File: src/rtl/cdc_handshake_tx.sv
// Source-side endpoint of a four-phase req/ack handshake across clock domains.
// Holds the accepted word stable on data_o while req_o is high and synchronizes ack_i locally.
module cdc_handshake_tx #(
  parameter int unsigned DATA_WIDTH  = 32,
  parameter int unsigned FLOP_NUMBER = 2
) (
  input  logic                  clk_i,
  input  logic                  rst_n_i,
  input  logic                  valid_i,
  input  logic [DATA_WIDTH-1:0] data_i,
  output logic                  ready_o,
  output logic                  req_o,
  output logic [DATA_WIDTH-1:0] data_o,
  input  logic                  ack_i,
  output logic                  done_o
);

  // state   | meaning
  // IDLE    | ready for a new word; a synchronized ack seen here is stale and ignored
  // REQ     | req_o high, waiting for the synchronized ack to rise
  // RELEASE | req_o low, waiting for the synchronized ack to fall before closing
  typedef enum logic [1:0] {
    IDLE    = 2'd0,
    REQ     = 2'd1,
    RELEASE = 2'd2
  } state_e;

  state_e                  state_q, state_d;
  logic [FLOP_NUMBER-1:0]  ack_sync_q, ack_sync_d;
  logic                    ack_s;
  logic                    req_q, req_d;
  logic [DATA_WIDTH-1:0]   data_q, data_d;
  logic                    done_q, done_d;

  generate
    if (FLOP_NUMBER < 2) begin : g_bad_flop_number
      $error("cdc_handshake_tx: FLOP_NUMBER must be at least 2");
    end
  endgenerate

  // ack_i is asynchronous; nothing but the first stage of this chain may observe it.
  always_comb begin
    ack_sync_d = {ack_sync_q[FLOP_NUMBER-2:0], ack_i};
  end

  assign ack_s = ack_sync_q[FLOP_NUMBER-1];

  always_ff @(posedge clk_i or negedge rst_n_i) begin
    if (!rst_n_i) begin
      state_q    <= IDLE;
      ack_sync_q <= '0;
      req_q      <= 1'b0;
      data_q     <= '0;
      done_q     <= 1'b0;
    end else begin
      state_q    <= state_d;
      ack_sync_q <= ack_sync_d;
      req_q      <= req_d;
      data_q     <= data_d;
      done_q     <= done_d;
    end
  end

  always_comb begin
    state_d = state_q;
    req_d   = req_q;
    data_d  = data_q;
    done_d  = 1'b0;
    case (state_q)
      IDLE: begin
        req_d = 1'b0;
        if (valid_i) begin
          data_d  = data_i;
          req_d   = 1'b1;
          state_d = REQ;
        end
      end
      REQ: begin
        req_d = 1'b1;
        if (ack_s) begin
          req_d   = 1'b0;
          state_d = RELEASE;
        end
      end
      RELEASE: begin
        req_d = 1'b0;
        if (!ack_s) begin
          done_d  = 1'b1;
          state_d = IDLE;
        end
      end
      default: begin
        req_d   = 1'b0;
        state_d = IDLE;
      end
    endcase
  end

  assign ready_o = (state_q == IDLE);
  assign req_o   = req_q;
  assign data_o  = data_q;
  assign done_o  = done_q;

endmodule

File: config.mk
export PLATFORM = sky130hd
export DESIGN_NAME = cdc_handshake_tx
export DESIGN_NICKNAME = d
export VERILOG_FILES = /design/src/rtl/cdc_handshake_tx.sv
export SDC_FILE = /design/constraint.sdc
export NUM_CORES = 1
export LEC_CHECK = 0
export CAP_MARGIN = 20
export CORE_ASPECT_RATIO = 0.6
export CORE_MARGIN = 3
export CORE_UTILIZATION = 42
export DETAILED_ROUTE_END_ITERATION = 7
export PLACE_DENSITY_LB_ADDON = 0.08
export SLEW_MARGIN = 0
export SYNTH_ARGS = -nofsm -noshare
export SYNTH_HDL_FRONTEND = slang
export SYNTH_SLANG_ARGS = --single-unit
File: constraint.sdc
create_clock -name clk_i -period 2.75 [get_ports clk_i]
set_input_delay 0.4125 -clock clk_i [delete_from_list [all_inputs] [get_ports clk_i]]
set_output_delay 0.4125 -clock clk_i [all_outputs]
set_load 0.05 [all_outputs]
Yosys cells after proc, flatten, opt, wreduce, memory -nomap -nowiden:

Cells that the tools add are included.

* shifts and indexed selects: 0
* reductions and logical operators: 3
* eq/ne operators: 5
* multipliers: 0
* bitwise operators: 0
* order comparisons: 0
* divide/modulo/power cells: 0
* add/subtract/negate cells: 0
* multiplexer cells: 8

Operators by type and width (count)
* 2-bit two-way mux: 3
* 2-bit inequality test (second input constant): 3
* 2-bit one-hot mux with 3 select lines: 1
* 1-bit two-way mux: 3
* 3-bit AND reduction: 1
* 2-bit by 1-bit == test with 1-bit output (second input constant): 1
* 2-bit == test (second input constant): 1
* 2-bit zero test: 1
* 1-bit one-hot mux with 2 select lines: 1
* 2-bit AND reduction: 1

* bits of input ports: 36
* latch bits: 0
* register bits after elaboration: 38
* output and inout bits: 35
* logic and storage cells: 21
* ROM bits: 0
* bits in writable memories: 0
* memories kept: 0

Logic depth before layout (Yosys ltp):

Gate-level depths: netlist of the first run.

* word-level depth: 3
* gate-level depth with buffers: 4
* gate-level depth less buffers: 2

Worst setup path before layout of the first run:

No wires, ideal clock.

* path type: reg-to-output
* from: register state_q[0]
* to: output ready_o
* setup slack: 1.206 ns
* stages on the path, launching flop included: 3
* data arrival time: 1.132 ns
* required time: 2.338 ns
* buffers on the path: 1
* cells stage by stage: dfrtp_1 > buf_6 > nor2_1

* cells in the longest elaborated chain, start to end: 1

Ends and longest elaborated chain
* from (decl): line 28 `state_e state_q, state_d;`
* from (signal assigned): line 56 `state_q <= state_d;`
* 2-bit zero test: line 99 `assign ready_o = (state_q == IDLE);`
* to (decl): line 11 `output logic ready_o,`

No other way between the ends.

Final worst setup path of the first run:

Ends and elaborated chain as after synthesis.

==> summary.txt, run 1 <==
Placed design
  • Cells after DPL: 191
  • Port Buf Inserts: 70
  • Dpl hpwl: roughly 2.1 mm
  • GPL Wtd Cong: 0.693

Logic synthesis
  • Seq cells post-synth: 38
  • Synth Instances: 82
  • Syn Area/Cell: 17.3 um^2
  • Netlist cell types: 10
  • Post-synth net total: around 120
  • Synthesized area: between 1000 and 1500 um^2
  • Post-synthesis sequential area ratio: 0.670
  • Ys Warns: 0

Routing
  • Post-route ant nets: 0
  • Routed length per placed instance: 15.0 um
  • Final wirelength: ~3.0 mm
  • Vias: about 950
  • DR pass1 iterations: 3
  • Routed vias/inst: 4.78
  • DRC: 0
  • Initial DRC count: 21

Cells and area
  • Area grow syn2layout: 57.5%
  • Final net count: 192
  • Commonest non-fill, non-tap cells in the layout: 69 x clkdlybuf4s50_1, 38 x dfrtp_1, 30 x mux2_2
  • Antenna fix cells: 0
  • Number of fill cells: between 200 and 250
  • Layout cells sized above 1: 0.248
  • Multi-input logic area: around 420 um^2
  • Non-Filler Instances: 199
  • Reg area: 951 um^2
  • Most common cell after layout, fill and taps aside: clkdlybuf4s50_1

Floorplanning
  • Core footprint: 3040 um^2
  • Die span in x: 81.1 um
  • Top Ports: 71
  • Starting Density: 0.467
  • FP Rows: 15
  • Chip height: between 50 and 60 um
  • Die area: ~4100 um^2

Timing
  • Worst Skew: between 0.007 and 0.008 ns
  • RSZ-0062 raised after global routing: false
  • Slew Limit Fails: 0
  • Final period util: 0.770
  • Slew headroom: 0.452
  • Hold Violations, Final: 0
  • Fmax: roughly 470 MHz
  • Setup_tns: 0 ns
  • Final worst path period need: 2.12 ns
  • Worst-margin pin slew: 0.822 ns
  • Setup violators final: 0

Hold path
  • Worst Hold Class: in -> async

CTS
  • Resize count post-CTS: 0
  • # hold bufs at CTS: 0
  • # clock sinks: 38
  • TritonCTS clock tree: built
  • Num CTS Buffers: 5
  • CTS H-tree depth: 2
  • Clk_lat worst skew: 0.29 ns
  • Clock Tree Buf Depth: 2
  • CTS root buffer: clkbuf_8
  • Number of setup buffers added after CTS: 0
  • CTS clk-pin slew, worst paths: around 0.07 ns

Job
  • Maxcap violations: 0

Worst setup path
  • Worst path required time: around 2.3 ns
  • Worst Path Arrival: 1.71 ns
  • Reg-to-reg slack, setup: 1.16 ns
  • Worst setup path class: reg -> out
  • CP endpoint kind: output port
  • CP max FO: 7
  • Crit start category: flip-flop

Global route
  • Largest net degree at the start of global routing: 39
  • Gr ovfl total: 0
  • Initial antenna violation count: 0
  • First-pass GRT wire length: 4.87 mm
  • Number of global-route vias before repair: 1003
  • GRT Util Overall: 0.162

Run status
  • Status: finished clean
## critical path, cell delays in order, from the launching register on
cell	delay [ns]
dfrtp_1	0.48
nor2_1	0.13
clkdlybuf4s50_1	0.81
## Yosys cell counts, drive strengths merged
master	n	share of area
xor2	1	0.0062
and2	1	0.0044
mux2	32	0.25
a211oi	2	0.011
buf	4	0.032
nor2	2	0.0053
dfrtp	38	0.67
nor3b	2	0.019
## layout make-up
cell class	count	share of cell area
clock inverter	1	0.0134
clock buffer	7	0.0341
timing repair buffer	71	0.314
multi-input combinational	40	0.190
tap	42	0.0235
sequential	38	0.425
## logic make-up (layout without fill, tap and decap cells)
group	Yosys count	in the layout	synth area share
muxes	32	32	0.254
and+or+nand+nor	5	5	0.0282
DFF	38	38	0.670
xor gates and xnor gates	1	1	0.00617
AOI/OAI and AO/OA	2	2	0.0106
buffers and inverters	4	79	0.0317
## per-layer routing
metal  global-route usage  wire, um  vias up
met1                0.202      1260      473
met4               0.0758        42        0
met3               0.0792       284        5
met5                    0         0        -
met2                0.236      1400       38
li1                     -         -      436
## registers in the layout (all words and copies together), names as in the netlist
name and cells:
done_o 1, state_q 2, ack_sync_q 2, data_o 32, req_o 1
## final timing paths
kind | to | startpoint | cells after the start
worst max-delay path | ready_o | state_q[0] | 2
worst min-delay path | data_o[19] | rst_n_i | 1
worst max register to register | data_o[9] | state_q[0] | 3
worst min register to register | ack_sync_q[1] | ack_sync_q[0] | 0
max in group asynchronous | data_o[2] | rst_n_i | 1
min in group clk_i | ack_sync_q[1] | ack_sync_q[0] | 0
## per-stage QoR
stage / cell area [um^2] / worst slack [ns] / util / hold WS (ns)
global route: 2240 / 0.574 / 0.736 / 0.273
CTS: 2240 / 0.613 / 0.736 / 0.242
finish: 2240 / 0.632 / 0.736 / 0.222
floorplan: 1420 / 1.21 / - / 0.117
global placement: 2130 / 0.789 / 0.701 / 0.335
detailed placement: 2130 / 0.731 / 0.701 / 0.346
Power of run 1 is left out: the tool's default activity adds up to more than one toggle a clock period on the data nets, which glitch-free logic cannot reach.
==> run 2, diff against run 1 <==
--- a/config.mk
+++ b/config.mk
@@ -8,7 +8,7 @@
 export CAP_MARGIN = 20
 export CORE_ASPECT_RATIO = 0.6
 export CORE_MARGIN = 3
-export CORE_UTILIZATION = 42
+export CORE_UTILIZATION = 35
 export DETAILED_ROUTE_END_ITERATION = 7
 export PLACE_DENSITY_LB_ADDON = 0.08
 export SLEW_MARGIN = 0
==> constraint.sdc (replaced) <==
create_clock -name clk_i -period 1.93 [get_ports clk_i]
set_input_delay 0.2895 -clock clk_i [delete_from_list [all_inputs] [get_ports clk_i]]
set_output_delay 0.2895 -clock clk_i [all_outputs]
set_load 0.05 [all_outputs]
==> run 2 against run 1 <==
Critical path depth shrank 1. Final cell count grew 2.0%. Register-to-register slack lost 0.67 ns. Largest cell class unchanged.
==> summary.txt, run 2 (synthesis gave the netlist of run 1 again) <==
CTS
  • # hold bufs at CTS: 0
  • Number of setup buffers added after CTS: 0
  • Resize count post-CTS: 0
  • Num CTS Buffers: 5
  • CTS clk-pin slew, worst paths: 0.07 ns
  • CTS H-tree depth: 2
  • TritonCTS clock tree: built
  • Clk_lat worst skew: ~0.28 ns
  • # clock sinks: 38
  • CTS root buffer: clkbuf_8
  • Clock Tree Buf Depth: 2

Floorplanning
  • FP Rows: 17
  • Top Ports: 71
  • Die area: 4880 um^2
  • Die span in x: between 80 and 90 um
  • Core footprint: 3790 um^2
  • Chip height: 55.3 um
  • Starting Density: 0.375

Hold path
  • Worst Hold Class: in -> async

Worst setup path
  • Critical path depth: 1
  • CP max FO: 2
  • Crit-path cells: clkdlybuf4s50_1
  • Slowest CP cell: clkdlybuf4s50_1
  • Worst r2r path cells: 3
  • CP top delay family: buffers and inverters
  • Worst setup path class: reg -> out
  • Critical path's largest stage delay: a little over 0.8 ns
  • Worst path required time: about 1.6 ns
  • CP endpoint kind: output port
  • Crit start category: flip-flop
  • Buffers plus inverters on the worst setup path: 1
  • Worst Path Arrival: 1.45 ns

Cells and area
  • Max FFs per register: 32
  • Antenna fix cells: 0
  • Number of fill cells: 319
  • Area grow syn2layout: 56.6%
  • Commonest non-fill, non-tap cells in the layout: 68 x clkdlybuf4s50_1, 38 x dfrtp_1, 30 x mux2_2
  • Most common cell after layout, fill and taps aside: clkdlybuf4s50_1
  • Multi-input logic area: 424 um^2
  • Final net count: 192
  • Reg area: around 950 um^2
  • Layout cells sized above 1: 0.250

Global route
  • Number of global-route vias before repair: roughly 1000
  • GRT Util Overall: 0.131
  • Largest net degree at the start of global routing: 39
  • Gr ovfl total: 0
  • Initial antenna violation count: 0
  • First-pass GRT wire length: 4.86 mm

Routing
  • Initial DRC count: 19
  • Routed length per placed instance: roughly 14 um
  • Final wirelength: 2.85 mm
  • DRC: 0
  • Vias: 911
  • Post-route ant nets: 0
  • Routed vias/inst: between 4 and 5
  • DR pass1 iterations: 4

Timing
  • Fmax: roughly 570 MHz
  • RSZ-0062 raised after global routing: false
  • Worst Skew: 0.00553 ns
  • Final period util: 0.902
  • Final worst path period need: ~1.7 ns
  • Worst-margin pin slew: 0.807 ns
  • Slew Limit Fails: 0
  • Hold Violations, Final: 0
  • Setup_tns: 0 ns
  • Slew headroom: 0.462
  • Setup slack after layout: 0.189 ns
  • Setup violators final: 0

Job
  • Maxcap violations: 0

Run status
  • Status: finished clean

Placed design
  • Port Buf Inserts: 70
  • GPL Wtd Cong: 0.712
  • Dpl hpwl: ~2.1 mm
  • DP Worst Slack: ~0.18 ns
-- run 2: cell type report --
class,instances,share of cell area
clock buffers,7,0.0343
multi-input cells,40,0.191
flip-flops and latches,38,0.428
well taps,47,0.0264
repair buffers,71,0.321
-- run 2: per-stage QoR --
| step | hold slack (ns) | area (um^2) | util | std cells |
|---|---|---|---|---|
| floorplan | -0.00609 | 1420 | - | 82 |
| global placement | 0.335 | 2150 | 0.567 | 196 |
| detailed placement | 0.342 | 2150 | 0.567 | 196 |
| CTS | 0.133 | 2220 | 0.587 | 203 |
| global route | 0.170 | 2220 | 0.587 | 203 |
| finish | 0.0972 | 2220 | 0.587 | 203 |
-- run 2: path summary, 6_finish.rpt --
kind	startpoint	to	slack, ns
max	data_o[21]	data_o[21]	0.19
min	rst_n_i	data_o[29]	0.1
max reg2reg	state_q[1]	data_o[3]	0.49
min reg2reg	ack_sync_q[0]	ack_sync_q[1]	0.36
max in group asynchronous	rst_n_i	data_o[3]	1.32
min in group clk_i	ack_sync_q[0]	ack_sync_q[1]	0.36
-- run 2: layer usage --
metal	up-vias	share of wire	global-route usage
met5	-	0	0
met4	0	0.012	0.0453
met3	5	0.11	0.0730
met2	37	0.44	0.183
met1	440	0.44	0.171
li1	429	-	-
Power of run 2 is left out for the same reason.
